File: src/rtl/alu_pkg.sv
// Shared ALU definitions: operand width, shift-amount width, the serial
// right shifter's state encoding and the shift-op encoding used by the decoder.
package alu_pkg;

    localparam int XLEN    = 32;
    localparam int SHAMT_W = 5;
    // A single step may move up to 32 positions, so the step amount needs one
    // more bit than a shift amount.
    localparam int STEP_W  = SHAMT_W + 1;

    typedef enum logic [1:0] {
        IDLE  = 2'd0,
        SHIFT = 2'd1,
        DONE  = 2'd2
    } shr_state_t;

    typedef enum logic {
        SHIFT_OP_SRL = 1'b0,
        SHIFT_OP_SRA = 1'b1
    } alu_shift_op_t;

    // Per-cycle step sizes that the iterative shifter is built for.
    function automatic logic step_is_legal(input int step);
        return (step == 1) || (step == 2) || (step == 4) ||
               (step == 8) || (step == 16) || (step == 32);
    endfunction

    // Positions to move this cycle: min(step, remaining).
    function automatic logic [STEP_W-1:0] shr_step_amount(
        input logic [SHAMT_W-1:0] remaining,
        input int                 step
    );
        logic [STEP_W-1:0] step_v;
        step_v = STEP_W'(step);
        if ({1'b0, remaining} < step_v) begin
            return {1'b0, remaining};
        end
        return step_v;
    endfunction

endpackage

File: src/rtl/shr_step.sv
// One iteration of the serial right shifter: shifts data right by n positions
// (0..STEP) and fills the vacated upper bits with fill_i. Only STEP+1 shift
// distances are ever needed, so this is a narrow mux rather than a barrel shifter.
module shr_step
    import alu_pkg::*;
#(
    parameter int STEP = 1
)
(
    input  logic [XLEN-1:0]   data_i,
    input  logic [STEP_W-1:0] n_i,
    input  logic              fill_i,
    output logic [XLEN-1:0]   data_o
);

    logic [XLEN+STEP-1:0] ext;

    // Select data_i shifted by exactly n_i, taken from the fill-extended word.
    always_comb begin
        ext    = {{STEP{fill_i}}, data_i};
        data_o = data_i;
        for (int k = 1; k <= STEP; k++) begin
            if (n_i == STEP_W'(k)) begin
                data_o = ext[k +: XLEN];
            end
        end
    end

endmodule

File: src/rtl/shift_right_serial.sv
// Multi-cycle SRL/SRA unit for the ALU execute stage. Captures an operand and a
// 5-bit shift amount, shifts by up to STEP positions per clock, then holds the
// result under a valid/ready handshake until the consumer takes it.
//
// state | meaning
// IDLE  | in_ready high, waiting for a request
// SHIFT | shifting data_q right, remaining count > 0
// DONE  | out_valid high, result held until out_ready
module shift_right_serial #(
    parameter int XLEN = 32,
    parameter int STEP = 1
)
(
    input  logic            clk,
    input  logic            rst_n,
    input  logic            in_valid,
    output logic            in_ready,
    input  logic [XLEN-1:0] in_a,
    input  logic [XLEN-1:0] in_b,
    input  logic            in_arith,
    output logic            out_valid,
    input  logic            out_ready,
    output logic [XLEN-1:0] out_result,
    output logic            busy
);

    import alu_pkg::*;

    if (XLEN != alu_pkg::XLEN) begin : g_bad_xlen
        $error("shift_right_serial: only XLEN = 32 is supported");
    end
    if (!step_is_legal(STEP)) begin : g_bad_step
        $error("shift_right_serial: STEP must be 1, 2, 4, 8, 16 or 32");
    end

    shr_state_t         state_q, state_d;
    logic [XLEN-1:0]    data_q,  data_d;
    logic [SHAMT_W-1:0] rem_q,   rem_d;
    alu_shift_op_t      op_q,    op_d;

    logic [STEP_W-1:0]  step_n;
    logic               fill;
    logic [XLEN-1:0]    stepped;
    logic [SHAMT_W-1:0] shamt_in;
    logic               unused_in_b_hi;

    // Only the low five bits of in_b form the shift amount.
    assign shamt_in       = in_b[SHAMT_W-1:0];
    assign unused_in_b_hi = ^in_b[XLEN-1:SHAMT_W];

    // The sign bit stays in data_q[31] throughout an SRA because every step
    // replicates it, so the captured sign need not be stored separately.
    assign step_n = shr_step_amount(rem_q, STEP);
    assign fill   = (op_q == SHIFT_OP_SRA) & data_q[XLEN-1];

    shr_step #(
        .STEP   (STEP)
    ) u_step (
        .data_i (data_q),
        .n_i    (step_n),
        .fill_i (fill),
        .data_o (stepped)
    );

    // Next-state and datapath update for the capture / shift / hold sequence.
    always_comb begin
        state_d = state_q;
        data_d  = data_q;
        rem_d   = rem_q;
        op_d    = op_q;
        case (state_q)
            IDLE: begin
                if (in_valid) begin
                    data_d  = in_a;
                    rem_d   = shamt_in;
                    op_d    = alu_shift_op_t'(in_arith);
                    state_d = (shamt_in != '0) ? SHIFT : DONE;
                end
            end
            SHIFT: begin
                data_d = stepped;
                rem_d  = rem_q - step_n[SHAMT_W-1:0];
                if ({1'b0, rem_q} == step_n) begin
                    state_d = DONE;
                end
            end
            DONE: begin
                if (out_ready) begin
                    state_d = IDLE;
                end
            end
            default: begin
                state_d = IDLE;
            end
        endcase
    end

    // State and datapath registers; reset aborts any operation in flight.
    always_ff @(posedge clk or negedge rst_n) begin
        if (!rst_n) begin
            state_q <= IDLE;
            data_q  <= '0;
            rem_q   <= '0;
            op_q    <= SHIFT_OP_SRL;
        end else begin
            state_q <= state_d;
            data_q  <= data_d;
            rem_q   <= rem_d;
            op_q    <= op_d;
        end
    end

    assign in_ready   = (state_q == IDLE);
    assign out_valid  = (state_q == DONE);
    assign busy       = (state_q != IDLE);
    assign out_result = data_q;

endmodule

File: config.mk
export PLATFORM = sky130hd
export DESIGN_NAME = shift_right_serial
export DESIGN_NICKNAME = d
export VERILOG_FILES = /design/src/rtl/alu_pkg.sv /design/src/rtl/shr_step.sv /design/src/rtl/shift_right_serial.sv
export SDC_FILE = /design/constraint.sdc
export NUM_CORES = 1
export LEC_CHECK = 0
export ABC_AREA = 1
export CAP_MARGIN = 10
export CORE_UTILIZATION = 44
export DETAILED_ROUTE_END_ITERATION = 8
export PLACE_DENSITY_LB_ADDON = 0.3
export SLEW_MARGIN = 25
export SYNTH_ARGS = -nofsm -noshare
export SYNTH_HDL_FRONTEND = slang
export SYNTH_SLANG_ARGS = --single-unit
File: constraint.sdc
create_clock -name clk -period 4.3 [get_ports clk]
set_clock_uncertainty 0.15 [all_clocks]
set_input_delay 1.075 -clock clk [delete_from_list [all_inputs] [get_ports clk]]
set_output_delay 1.075 -clock clk [all_outputs]
set_load 0.01 [all_outputs]
==> impl_metrics.csv <==
group,metric,value,unit
flow_run,cap_viol_max_count,0,
timing,hold_viol,0,
final_layout,multi_input_area,1010,sq um
detailed_routing,wire_per_inst,11.1,um
clock_tree,cts.htree.levels,2,
placed_design,place_area,2900,sq um
grt,grtUsageTotal,21.1,%
synthesis,yosysUniqueCellTypes,20,
timing,max_slew.worst_pin.slew,0.876,ns
detailed_routing,wl,5060,um
clock_tree,root_buffer,"clkbuf_8",
synthesis,synth-edff-count,0,
worst_setup_path,cp-start-kind,"flip-flop",
synthesis,syn_avg_cell_area,6.80,sq um
clock_tree,clkTransAtPathRegs,0.07,ns
timing,drv_slew,0,
final_layout,regArea,1000,sq um
clock_tree,cts_buffer_depth,2,
timing,max_clock_freq,370,MHz
placed_design,port_buffers,76,
clock_tree,clkLatencyLatePin,0.28,ns
synthesis,synthFlopType,"dfrtp_1",
detailed_routing,drc_errors,0,
power,powerDensity,785,nW/um^2
grt,grt-ovfl-total,0,
die,num_rows,25,
synthesis,synthArstFlopShare,100,%
synthesis,syn_inst,316,
grt,grt_first_pass_wirelength,8580,um
timing,whs,0.329,ns
final_layout,final_util,63.3,%
worst_setup_path,cp_max_fo,5,
timing,relSlewSlack,41.6,%
die,dieArea,5170,sq um
detailed_routing,antenna_left,0,
die,start_util,45.5,%
clock_tree,cts_sinks,40,
worst_setup_path,path_class,"reg -> out",
timing,setup_viol,0,
timing,grt_setup_unrepaired,"false",
synthesis,ys_ff_latch,40,
synthesis,syn_nets,386,
detailed_routing,drtIter0Drc,142,
clock_tree,cts.repair.resized,0,
timing,fin_tns_setup,0,ns
synthesis,synth_seq_area_share,46.6,%
final_layout,antenna_cells,0,
die,io_pins,104,
grt,grt_pass1_vias,1975,
grt,grt_max_degree,41,
placed_design,dpl.hpwl,3400,um
clock_tree,cts_tree,"done",
worst_setup_path,critPathRequiredTime,3.07,ns
worst_setup_path,cp.arrival,1.48,ns
timing,fin_crit,2.70,ns
clock_tree,holdBufCountCts,0,
final_layout,syn_to_final_growth,39.3,%
detailed_routing,via_per_inst,4.67,
die,die_h,71.9,um
final_layout,fill_cells,453,
clock_tree,numCtsBuffers,5,
final_layout,final_layout_size_suffix_gt1_share,4.64,%
hold_path,hp-class,"reg -> reg",
outcome,status,"finished clean",
power,ir_worst_vdd,0.337,mV
detailed_routing,vias,2123,
worst_setup_path,critPathCaptureType,"output port",
die,core-area,4720,sq um
clock_tree,cts_post_setup_buffers_inserted,0,
die,die_x,71.9,um
detailed_routing,first_pass_iters,4,
synthesis,syn_area,2150,sq um
final_layout,fin_nets,457,
power,p_leak,1.58,nW
timing,min_period_over_period,62.9,%
final_layout,design_area,2990,sq um
placed_design,routabilityCongestion,0.805,
grt,antenna_found_initial,0,
synthesis,ys_warn_count,0,
[power breakdown]
part	switching (mW)	total, mW	internal (mW)
registers	0.147	0.719	0.572
logic	0.806	1.38	0.574
clock network	0.120	0.251	0.131
total	1.07	2.35	1.28
[worst max-delay path, stage by stage (launching register included)]
cell and delay, ns:
dfrtp_1 0.44, nor2_2 0.19, clkdlybuf4s50_1 0.56
[path summary, 6_finish.rpt]
path | startpoint | endpoint | slack, ns | depth (start not counted)
worst max-delay path | state_q[0]$_DFFE_PN0P_ | in_ready | 1.60 | 2
worst min-delay path | out_result[0]$_DFFE_PN0P_ | out_result[0]$_DFFE_PN0P_ | 0.33 | 2
worst max register to register | state_q[1]$_DFFE_PN0P_ | out_result[29]$_DFFE_PN0P_ | 2.09 | 6
worst min register to register | out_result[0]$_DFFE_PN0P_ | out_result[0]$_DFFE_PN0P_ | 0.33 | 2
max in group asynchronous | rst_n | out_result[18]$_DFFE_PN0P_ | 2.69 | 1
min in group asynchronous | rst_n | rem_q[2]$_DFFE_PN0P_ | 0.75 | 1
[stage by stage]
| step | instances | power, mW | setup slack [ns] |
|---|---|---|---|
| finish | 455 | 2.35 | 1.60 |
| global route | 455 | 2.59 | 1.50 |
| CTS | 455 | 2.38 | 1.58 |
| detailed placement | 447 | 2.12 | 1.50 |
| global placement | 447 | 2.07 | 1.50 |
| floorplan | 316 | 1.65 | 2.33 |
[synthesized netlist by cell type, types with 2 or more instances]
library cell | count | share of area (%)
nand2_1 | 216 | 38
dfrtp_1 | 40 | 47
inv_1 | 11 | 1.9
nand3_1 | 8 | 1.9
nor2_1 | 8 | 1.4
buf_2 | 6 | 1.4
o21ai_0 | 5 | 1.2
buf_4 | 3 | 1.0
buf_6 | 3 | 1.6
inv_2 | 3 | 0.52
nand4_1 | 2 | 0.58
nor2_2 | 2 | 0.58
nor2_4 | 2 | 1.0
[cell usage in the layout, fill, tap and decap left out]
cell type	synthesis	routed
a21oi_1	1	1
buf_2	6	1
clkbuf_1	0	2
clkbuf_8	0	6
clkdlybuf4s50_1	0	75
dfrtp_1	40	40
ha_1	1	1
inv_1	11	11
inv_2	3	3
nand2_1	216	216
nand2_2	1	1
nand2_4	1	1
nand3_1	8	8
nand4_1	2	2
nor2_1	8	8
nor2_2	2	2
nor2_4	2	2
nor3_1	1	1
o21ai_0	5	5
o21ai_2	1	1
or2_2	1	1
[layer usage]
layer	vias up	global-route usage, %	routed length (um)
met5	-	0	0
met2	65	37.3	2540
met1	961	25.7	2190
li1	1090	-	-
met3	7	3.94	256
met4	0	7.19	78
[state kept, by name, summed over array words and instances, names as in the netlist]
| name | cells |
|---|---|
| op_q | 1 |
| out_result | 32 |
| rem_q | 5 |
| state_q | 2 |
[cell type report]
class | instances | area share [%]
Clock buffer | 8 | 3.01
Tap cell | 67 | 2.80
Timing Repair Buffer | 76 | 25.3
Inverter | 14 | 1.76
Multi-Input combinational cell | 250 | 33.7
Sequential cell | 40 | 33.5
[cells by family (layout without fill, tap and decap cells)]
kind of cell,count (synthesis),in the layout,share of synthesized area [%]
compound gates,7,7,1.81
fa+ha+maj,1,1,0.582
buf+inv,26,98,6.46
flops,40,40,46.6
simple gates,242,242,44.6
No activity file was read; power rests on OpenSTA's default activity.
